<file path="src/rtl/scoreboard_stall_unit_if.sv">
// Decode/execute/writeback hazard signals exchanged between the core pipeline
// and the stall/flush controller.
interface scoreboard_stall_unit_if;
  logic [4:0]  RS1D;
  logic [4:0]  RS2D;
  logic [4:0]  RDD;
  logic        RegWriteD;
  logic        LongD;
  logic [4:0]  RDE;
  logic        ResultSrcE0;
  logic        IssueLongE;
  logic        PCSrcE;
  logic        LongDoneW;
  logic [4:0]  LongRDW;
  logic        StallF;
  logic        StallD;
  logic        FlushD;
  logic        FlushE;
  logic        Full;
  logic        ErrSticky;
  logic [15:0] StallCount;

  modport master (
    output RS1D, RS2D, RDD, RegWriteD, LongD, RDE, ResultSrcE0,
           IssueLongE, PCSrcE, LongDoneW, LongRDW,
    input  StallF, StallD, FlushD, FlushE, Full, ErrSticky, StallCount
  );

  modport slave (
    input  RS1D, RS2D, RDD, RegWriteD, LongD, RDE, ResultSrcE0,
           IssueLongE, PCSrcE, LongDoneW, LongRDW,
    output StallF, StallD, FlushD, FlushE, Full, ErrSticky, StallCount
  );
endinterface

</file>
<file path="src/rtl/scoreboard_stall_unit.sv">
// Decode-side stall/flush controller: load-use, long-latency busy scoreboard,
// WAW on pending destinations, issue capacity and taken-branch flushes.
module scoreboard_stall_unit #(
  parameter int unsigned MAX_PENDING = 4
) (
  input logic              clk,
  input logic              rst,
  scoreboard_stall_unit_if.slave sif
);
  localparam logic [2:0] CAP    = 3'(MAX_PENDING);
  localparam logic [2:0] CAP_M1 = 3'(MAX_PENDING - 1);

  logic [31:0] busy, busy_clr, busy_next;
  logic [2:0]  count, count_next;
  logic        err;
  logic [15:0] stall_cnt;

  logic full, clr_ok, set_ok, bad_done, bad_issue;
  logic lduse, inflight, sbraw, sbwaw, cap, stall;
  logic stall_f, stall_d, flush_d, flush_e;

  // Clear is resolved before set so a same-register complete+reissue keeps busy.
  always_comb begin
    full     = (count == CAP);
    clr_ok   = sif.LongDoneW && (sif.LongRDW != '0) && busy[sif.LongRDW];
    bad_done = sif.LongDoneW && (sif.LongRDW != '0) && !busy[sif.LongRDW];
    busy_clr = busy;
    if (clr_ok) busy_clr[sif.LongRDW] = 1'b0;
    set_ok    = sif.IssueLongE && (sif.RDE != '0) && !busy_clr[sif.RDE] && !full;
    bad_issue = sif.IssueLongE && (full || ((sif.RDE != '0) && busy_clr[sif.RDE]));
    busy_next = busy_clr;
    if (set_ok) busy_next[sif.RDE] = 1'b1;
    busy_next[0] = 1'b0;
    count_next = count + {2'b00, set_ok} - {2'b00, clr_ok};
  end

  always_comb begin
    lduse    = sif.ResultSrcE0 && (sif.RDE != '0) &&
               ((sif.RDE == sif.RS1D) || (sif.RDE == sif.RS2D));
    inflight = sif.IssueLongE && (sif.RDE != '0) &&
               ((sif.RDE == sif.RS1D) || (sif.RDE == sif.RS2D) ||
                (sif.RegWriteD && (sif.RDE == sif.RDD)));
    sbraw    = busy[sif.RS1D] || busy[sif.RS2D];
    sbwaw    = sif.RegWriteD && busy[sif.RDD];
    cap      = sif.LongD && (full || ((count == CAP_M1) && sif.IssueLongE));
    stall    = lduse || inflight || sbraw || sbwaw || cap;
  end

  // Branch flush takes priority over any stall; everything is held low in reset.
  always_comb begin
    stall_f = 1'b0;
    stall_d = 1'b0;
    flush_d = 1'b0;
    flush_e = 1'b0;
    if (!rst) begin
      if (sif.PCSrcE) begin
        flush_d = 1'b1;
        flush_e = 1'b1;
      end else begin
        stall_f = stall;
        stall_d = stall;
        flush_e = stall;
      end
    end
  end

  always_ff @(posedge clk or posedge rst) begin
    if (rst) begin
      busy      <= '0;
      count     <= '0;
      err       <= 1'b0;
      stall_cnt <= '0;
    end else begin
      busy  <= busy_next;
      count <= count_next;
      if (bad_done || bad_issue) err <= 1'b1;
      if (stall_d && (stall_cnt != '1)) stall_cnt <= stall_cnt + 16'd1;
    end
  end

  assign sif.StallF     = stall_f;
  assign sif.StallD     = stall_d;
  assign sif.FlushD     = flush_d;
  assign sif.FlushE     = flush_e;
  assign sif.Full       = full;
  assign sif.ErrSticky  = err;
  assign sif.StallCount = stall_cnt;
endmodule

</file>
<file path="src/flat_wrapper.sv">
// flat-port wrapper written by rule: the top's interface ports become plain ports
module scoreboard_stall_unit_flat 
#(
  parameter int unsigned MAX_PENDING = 4
)
  (clk, rst, sif_RS1D, sif_RS2D, sif_RDD, sif_RegWriteD, sif_LongD, sif_RDE, sif_ResultSrcE0, sif_IssueLongE, sif_PCSrcE, sif_LongDoneW, sif_LongRDW, sif_StallF, sif_StallD, sif_FlushD, sif_FlushE, sif_Full, sif_ErrSticky, sif_StallCount);
  scoreboard_stall_unit_if sif_i ();
  input logic clk;
  input logic rst;
  input wire logic [$bits(sif_i.RS1D)-1:0] sif_RS1D;
  input wire logic [$bits(sif_i.RS2D)-1:0] sif_RS2D;
  input wire logic [$bits(sif_i.RDD)-1:0] sif_RDD;
  input wire logic [$bits(sif_i.RegWriteD)-1:0] sif_RegWriteD;
  input wire logic [$bits(sif_i.LongD)-1:0] sif_LongD;
  input wire logic [$bits(sif_i.RDE)-1:0] sif_RDE;
  input wire logic [$bits(sif_i.ResultSrcE0)-1:0] sif_ResultSrcE0;
  input wire logic [$bits(sif_i.IssueLongE)-1:0] sif_IssueLongE;
  input wire logic [$bits(sif_i.PCSrcE)-1:0] sif_PCSrcE;
  input wire logic [$bits(sif_i.LongDoneW)-1:0] sif_LongDoneW;
  input wire logic [$bits(sif_i.LongRDW)-1:0] sif_LongRDW;
  output wire logic [$bits(sif_i.StallF)-1:0] sif_StallF;
  output wire logic [$bits(sif_i.StallD)-1:0] sif_StallD;
  output wire logic [$bits(sif_i.FlushD)-1:0] sif_FlushD;
  output wire logic [$bits(sif_i.FlushE)-1:0] sif_FlushE;
  output wire logic [$bits(sif_i.Full)-1:0] sif_Full;
  output wire logic [$bits(sif_i.ErrSticky)-1:0] sif_ErrSticky;
  output wire logic [$bits(sif_i.StallCount)-1:0] sif_StallCount;
  assign sif_i.RS1D = sif_RS1D;
  assign sif_i.RS2D = sif_RS2D;
  assign sif_i.RDD = sif_RDD;
  assign sif_i.RegWriteD = sif_RegWriteD;
  assign sif_i.LongD = sif_LongD;
  assign sif_i.RDE = sif_RDE;
  assign sif_i.ResultSrcE0 = sif_ResultSrcE0;
  assign sif_i.IssueLongE = sif_IssueLongE;
  assign sif_i.PCSrcE = sif_PCSrcE;
  assign sif_i.LongDoneW = sif_LongDoneW;
  assign sif_i.LongRDW = sif_LongRDW;
  assign sif_StallF = sif_i.StallF;
  assign sif_StallD = sif_i.StallD;
  assign sif_FlushD = sif_i.FlushD;
  assign sif_FlushE = sif_i.FlushE;
  assign sif_Full = sif_i.Full;
  assign sif_ErrSticky = sif_i.ErrSticky;
  assign sif_StallCount = sif_i.StallCount;
  scoreboard_stall_unit #(.MAX_PENDING(MAX_PENDING)) u_core (.clk(clk), .rst(rst), .sif(sif_i));
endmodule
</file>
<file path="config.mk">
export PLATFORM = sky130hd
export DESIGN_NAME = scoreboard_stall_unit_flat
export DESIGN_NICKNAME = d
export VERILOG_FILES = /design/src/rtl/scoreboard_stall_unit_if.sv /design/src/rtl/scoreboard_stall_unit.sv /design/src/flat_wrapper.sv
export SDC_FILE = /design/constraint.sdc
export NUM_CORES = 1
export LEC_CHECK = 0
export ABC_AREA = 1
export CAP_MARGIN = 20
export CORE_ASPECT_RATIO = 1.75
export CORE_MARGIN = 10
export CORE_UTILIZATION = 63
export DETAILED_ROUTE_END_ITERATION = 12
export PLACE_DENSITY = 0.86
export SLEW_MARGIN = 20
export SYNTH_ARGS = -nofsm -noshare
export SYNTH_HDL_FRONTEND = slang
export SYNTH_SLANG_ARGS = --single-unit
</file>
<file path="constraint.sdc">
create_clock -name clk -period 4.3 [get_ports clk]
set_input_delay 0.86 -clock clk [delete_from_list [all_inputs] [get_ports clk]]
set_output_delay 0.86 -clock clk [all_outputs]
set_load 0.05 [all_outputs]
</file>
==> metrics.yaml, run 1 <==
status: "complete, no violations"
core_area_mm2: 0.00762
worstHoldEndpoint: "u_core.sif.StallCount[1]"
clockRootBuffer: "clkbuf_16"
synth_area_leader_cell: "dfrtp_1"
ctsHoldBuffers: 0
slew_viol_final: 0
multi_input_area_mm2: 0.00312
grt_pass1_wl_um: 30500
critPathMaxFanout: 19
htree_levels: 2
dp_hpwl_um: 13900
pwr_density_cell_mw_per_mm2: 429
synthTopCellsByArea: "dfrtp_1 26%, nand2_1 17%, nand3_1 9.9%"
grt_pass1_vias: 5866
cts_sinks: 51
dieArea_mm2: 0.0119
grt_max_degree: 52
sw_frac_of_total: 0.489
route.detailed.drc: 0
rows: 42
syn_to_final_growth_pct: 16.8
die_height_um: 137
cts_setup_buffers: 0
avgSynthCellArea_um2: 6.17
synth-seq-cells: 51
timing.rr.start: "u_core.busy[31]"
end_kind: "output port"
r2r_cells: 20
r2r_slack_ps: 1080
clkPwrFrac: 0.195
worstHoldStart: "u_core.sif.StallCount[1]"
cts_max_path_buffers: 2
ff_latch_area_mm2: 0.00128
rr_endpoint: "u_core.count[2]"
drtIter0Drc: 675
io_pins: 55
place_congestion: 1.07
post-route-min-period_ps: 4110
antenna_found_initial: 0
fp.dieW_um: 87.0
yosys-top-cells-count: "223 x nand2_1, 98 x nand3_1, 78 x nor2_1"
seq_power_share: 0.389
fin_util: 0.759
relSlewSlack: 0.389
fin_crit_sh: 0.957
grt_overflow_total: 0
numCtsBuffers: 5
min_path_cells: 2
yosys_warnings: 0
postSynthNetCount: 839
fin_skew_ps: 9.77
yosysSeqAreaShare: 0.258
ys.flop_type: "dfrtp_1"
initial_core_util: 0.650
grt.total_usage: 0.327
synth-edff-count: 0
synth_cells: 802
crit_type: "in -> out"
combinationalPowerShare: 0.417
setup_viol: 0
cap_violations: 0
cp.arrival_ps: 3250
io_buffers: 54
netlist-cell-type-count: 40
fmax_ghz: 0.243
syn_area_mm2: 0.00495
clk_pin_slew_ps: 70
wl_per_cell_um: 20.6
rsz0062_at_grt: "false"
clock_latency_ps: 310
final_antenna_net_count: 0
firstDrtPassIters: 8
drt-total-wl_um: 19500
ys_async_sr_fraction: 1.00
required_ps: 3440
hold_path_class: "reg -> reg"
drive_gt1_frac: 0.0831
start_kind: "input pin"
hold_viol: 0
p_int_mw: 1.27
tightestPinTransition_ps: 916
fillers: 630
vias: 6233
synth.most_common_cell: "nand2_1"
fin_setup_tns_ps: 0
nets: 890
switchingPower_mw: 1.21
max-vdd-ir-drop_v: 0.000460
synth_top_area_share: 0.258
leakagePower_nw: 2.74
ctsResizeCount: 0
cts_tree: "yes"
avgViaCountPerCell: 6.61
==> worst max-delay path, stage by stage <==
cell and delay (ps):
clkdlybuf4s50_1 680, inv_2 150, a221oi_1 320, nand3_1 160, o21ai_1 260, nor2_1 70, nand2_1 60, nor3_1 50
buf_4 150, nor3_4 150, buf_12 190, buf_12 150
==> routing by layer <==
metal,track usage,part of all wire,wire length (um)
met2,0.542,0.48,9330
met3,0.0733,0.11,2200
met4,0.237,0.089,1720
met5,0,0,0
met1,0.355,0.32,6200
==> flip-flops by register name, summed over array words and instances (netlist names) <==
register,flops
u_core.busy,31
u_core.sif.ErrSticky,1
u_core.count,3
u_core.sif.StallCount,16
==> cells in the final DEF, fill, tap and decap left out, types with 4 or more instances in the layout <==
cell | synthesis | routed
a21oi_1 | 40 | 40
buf_12 | 0 | 4
buf_4 | 2 | 28
clkbuf_16 | 0 | 5
clkdlybuf4s50_1 | 0 | 51
dfrtp_1 | 51 | 51
inv_1 | 72 | 71
inv_2 | 4 | 4
nand2_1 | 223 | 223
nand3_1 | 98 | 98
nand3_2 | 8 | 8
nand4_1 | 46 | 46
nor2_1 | 78 | 78
nor2_2 | 6 | 6
nor3_1 | 18 | 18
o211ai_1 | 9 | 9
o21ai_0 | 50 | 50
o21ai_1 | 8 | 8
xnor2_1 | 7 | 7
xor2_1 | 15 | 15
==> per-stage QoR <==
step / instances / area (um^2) / power, mW / hold slack (ps) / setup slack (ps)
final: 943 / 5780 / 2.48 / 560 / 186
after global routing: 942 / 5780 / 2.59 / 582 / 6.17
after detailed placement: 934 / 5600 / 1.93 / 534 / 52.9
after global placement: 934 / 5600 / 1.91 / 514 / 124
after floorplan: 802 / 4950 / 1.51 / 490 / 663
after CTS: 942 / 5780 / 2.41 / 554 / 252
==> how the worst max path moves through the flow <==
stage / from / endpoint / slack [ps] / cells after the start
5_1_grt: sif_LongRDW[1] / u_core.count[2] / 6 / 20
3_3_place_gp: sif_LongRDW[1] / u_core.count[2] / 120 / 20
4_1_cts: sif_RDD[0] / sif_StallF / 250 / 12
6_report: sif_RDD[0] / sif_StallF / 190 / 12
2_1_floorplan: u_core.count[1] / sif_StallF / 660 / 10
3_5_place_dp: sif_LongRDW[1] / u_core.count[2] / 50 / 20
==> power by group through the flow <==
| stage | Clock (mW) | Sequential, mW | Combinational [mW] |
|---|---|---|---|
| finish | 0.483 | 0.964 | 1.03 |
| global route | 0.507 | 0.954 | 1.13 |
| CTS | 0.478 | 0.929 | 1.00 |
| detailed placement | 0 | 0.935 | 0.992 |
| global placement | 0 | 0.936 | 0.974 |
| floorplan | 0 | 0.842 | 0.670 |
==> cell families (layout without fill, tap and decap cells) <==
| group | Yosys count | in the layout | synth area share |
|---|---|---|---|
| AND/OR/NAND/NOR | 491 | 491 | 0.453 |
| XOR/XNOR | 22 | 22 | 0.0389 |
| buffers and inverters | 118 | 170 | 0.112 |
| other | 0 | 1 | 0 |
| flip-flops | 51 | 51 | 0.258 |
| adder cells (fa/ha/maj) | 4 | 4 | 0.0116 |
| AO/OA/AOI/OAI | 116 | 116 | 0.127 |
==> cell type report <==
class | instances | area share
inverters | 79 | 0.0519
diodes | 1 | 0.000433
well taps | 88 | 0.0190
repair buffers | 83 | 0.138
clock inverters | 2 | 0.00606
flip-flops and latches | 51 | 0.221
multi-input cells | 633 | 0.539
clock buffers | 6 | 0.0240
Power figures use the tool's default switching activity.
==> run 2, diff against run 1 <==
PLACE_DENSITY = 0.88   (was 0.86)
==> metrics.yaml, run 2 (synthesis gave the netlist of run 1 again) <==
status: "complete, no violations"
max-vdd-ir-drop_v: 0.000461
clock_latency_ps: 300
fmax_ghz: 0.250
pwr_density_cell_mw_per_mm2: 422
hold_path_class: "reg -> reg"
core_area_mm2: 0.00762
final_area_mm2: 0.00602
route.detailed.drc: 0
vias: 6290
place_congestion: 1.19
largest_reg_flops: 31
grt_pass1_wl_um: 31100
cts_max_path_buffers: 2
cp_slowest_cell: "o21ai_0"
critPathMaxFanout: 14
layout_commonest_cell: "nand2_1"
clockRootBuffer: "clkbuf_16"
grt.total_usage: 0.333
start_kind: "input pin"
final_cell_mix: "223 x nand2_1, 96 x nand3_1, 78 x nor2_1"
fin_setup_tns_ps: 0
rsz0062_at_grt: "false"
required_ps: 3440
grt_overflow_total: 0
place_area_mm2: 0.00572
dieArea_mm2: 0.0119
cap_violations: 0
cts_tree: "yes"
initial_core_util: 0.650
worstPathCellList: "clkdlybuf4s50_1, nand2_1, nor2_1, o21ai_0, o21ai_1, nor2_1, nand2_1, nor3_1, buf_4, nor3_4, buf_12, buf_12"
wl_per_cell_um: 20.8
fin_crit_sh: 0.929
leakagePower_nw: 2.87
slew_viol_final: 0
antenna_found_initial: 0
final_antenna_net_count: 0
avgViaCountPerCell: 6.50
io_buffers: 54
fp.dieW_um: 87.0
rows: 42
largest_register: "u_core.busy"
cp.arrival_ps: 3140
r2r_slack_ps: 1060
clk_pin_slew_ps: 70
ctsHoldBuffers: 0
cp_top_family: "buffers and inverters"
firstDrtPassIters: 9
cp_slowest_stage_delay_ps: 600
end_kind: "output port"
syn_to_final_growth_pct: 21.5
tightestPinTransition_ps: 908
numCtsBuffers: 5
fin_skew_ps: 3.69
die_height_um: 137
cts_sinks: 51
grt_pass1_vias: 5966
dp_hpwl_um: 14400
post-route-min-period_ps: 4000
crit_type: "in -> out"
whs_ps: 550
crit_buf_inv: 4
io_pins: 55
setup_viol: 0
htree_levels: 2
grt_max_degree: 52
relSlewSlack: 0.395
fillers: 604
hold_viol: 0
drtIter0Drc: 742
nets: 915
drt-total-wl_um: 20100
drive_gt1_frac: 0.110
## run 2: changes by cell type in the layout (fill, tap and decap cells not counted), sizes merged
| cell | before | now |
|---|---|---|
| buf | 32 | 57 |
| bufinv | 1 | 2 |
| clkinv | 4 | 3 |
## run 2: area by class of cell
type | instances | area (um^2) | area share
inverters | 79 | 300 | 0.0499
multi-input cells | 633 | 3140 | 0.521
clock inverters | 2 | 60.1 | 0.00998
flip-flops and latches | 51 | 1280 | 0.212
repair buffers | 108 | 1000 | 0.166
well taps | 88 | 110 | 0.0183
diodes | 1 | 2.50 | 0.000416
clock buffers | 6 | 129 | 0.0214
## run 2: repair_timing
action                                  4_1_cts  5_1_grt
buffers inserted                              0        9
gates resized for setup                       0        3
endpoints found under the setup margin        0        4
endpoints found under the hold margin         0        0
## run 2: worst register-to-register path, delay by kind of cell, from the launching register on
kind	cells	cell delay, ps
AND/OR/NAND/NOR	13	1570
buffers and inverters	1	50
adder cells (fa/ha/maj)	2	560
XOR/XNOR	1	170
flip-flops	1	630
AO/OA/AOI/OAI	1	150
## run 2: report_power, final
group	internal (mW)	switching, mW
registers	0.629	0.338
clock network	0.334	0.187
logic	0.370	0.683
## run 2: metal layers
layer / track usage / wire length [um]
met1: 0.349 / 6400
met2: 0.574 / 9790
met3: 0.0887 / 2260
met4: 0.203 / 1640
met5: 0 / 0
## run 2: metrics by stage
stage | util | total power, mW | std cells | setup WS (ps)
2_1_floorplan | - | 1.51 | 802 | 663
3_3_place_gp | 0.751 | 1.89 | 950 | 19.7
3_5_place_dp | 0.751 | 1.92 | 950 | -47.0
4_1_cts | 0.776 | 2.44 | 958 | 29.1
5_1_grt | 0.789 | 2.65 | 967 | 7.35
6_report | 0.789 | 2.54 | 968 | 303
## run 2: final timing paths
path,cells past startpoint,startpoint,end
max,12,sif_IssueLongE,sif_StallF
min,2,u_core.busy[17],u_core.busy[17]
max reg2reg,18,u_core.busy[1],u_core.count[2]
min reg2reg,2,u_core.busy[17],u_core.busy[17]
max in group asynchronous,2,rst,u_core.busy[13]
min in group asynchronous,2,rst,u_core.busy[22]
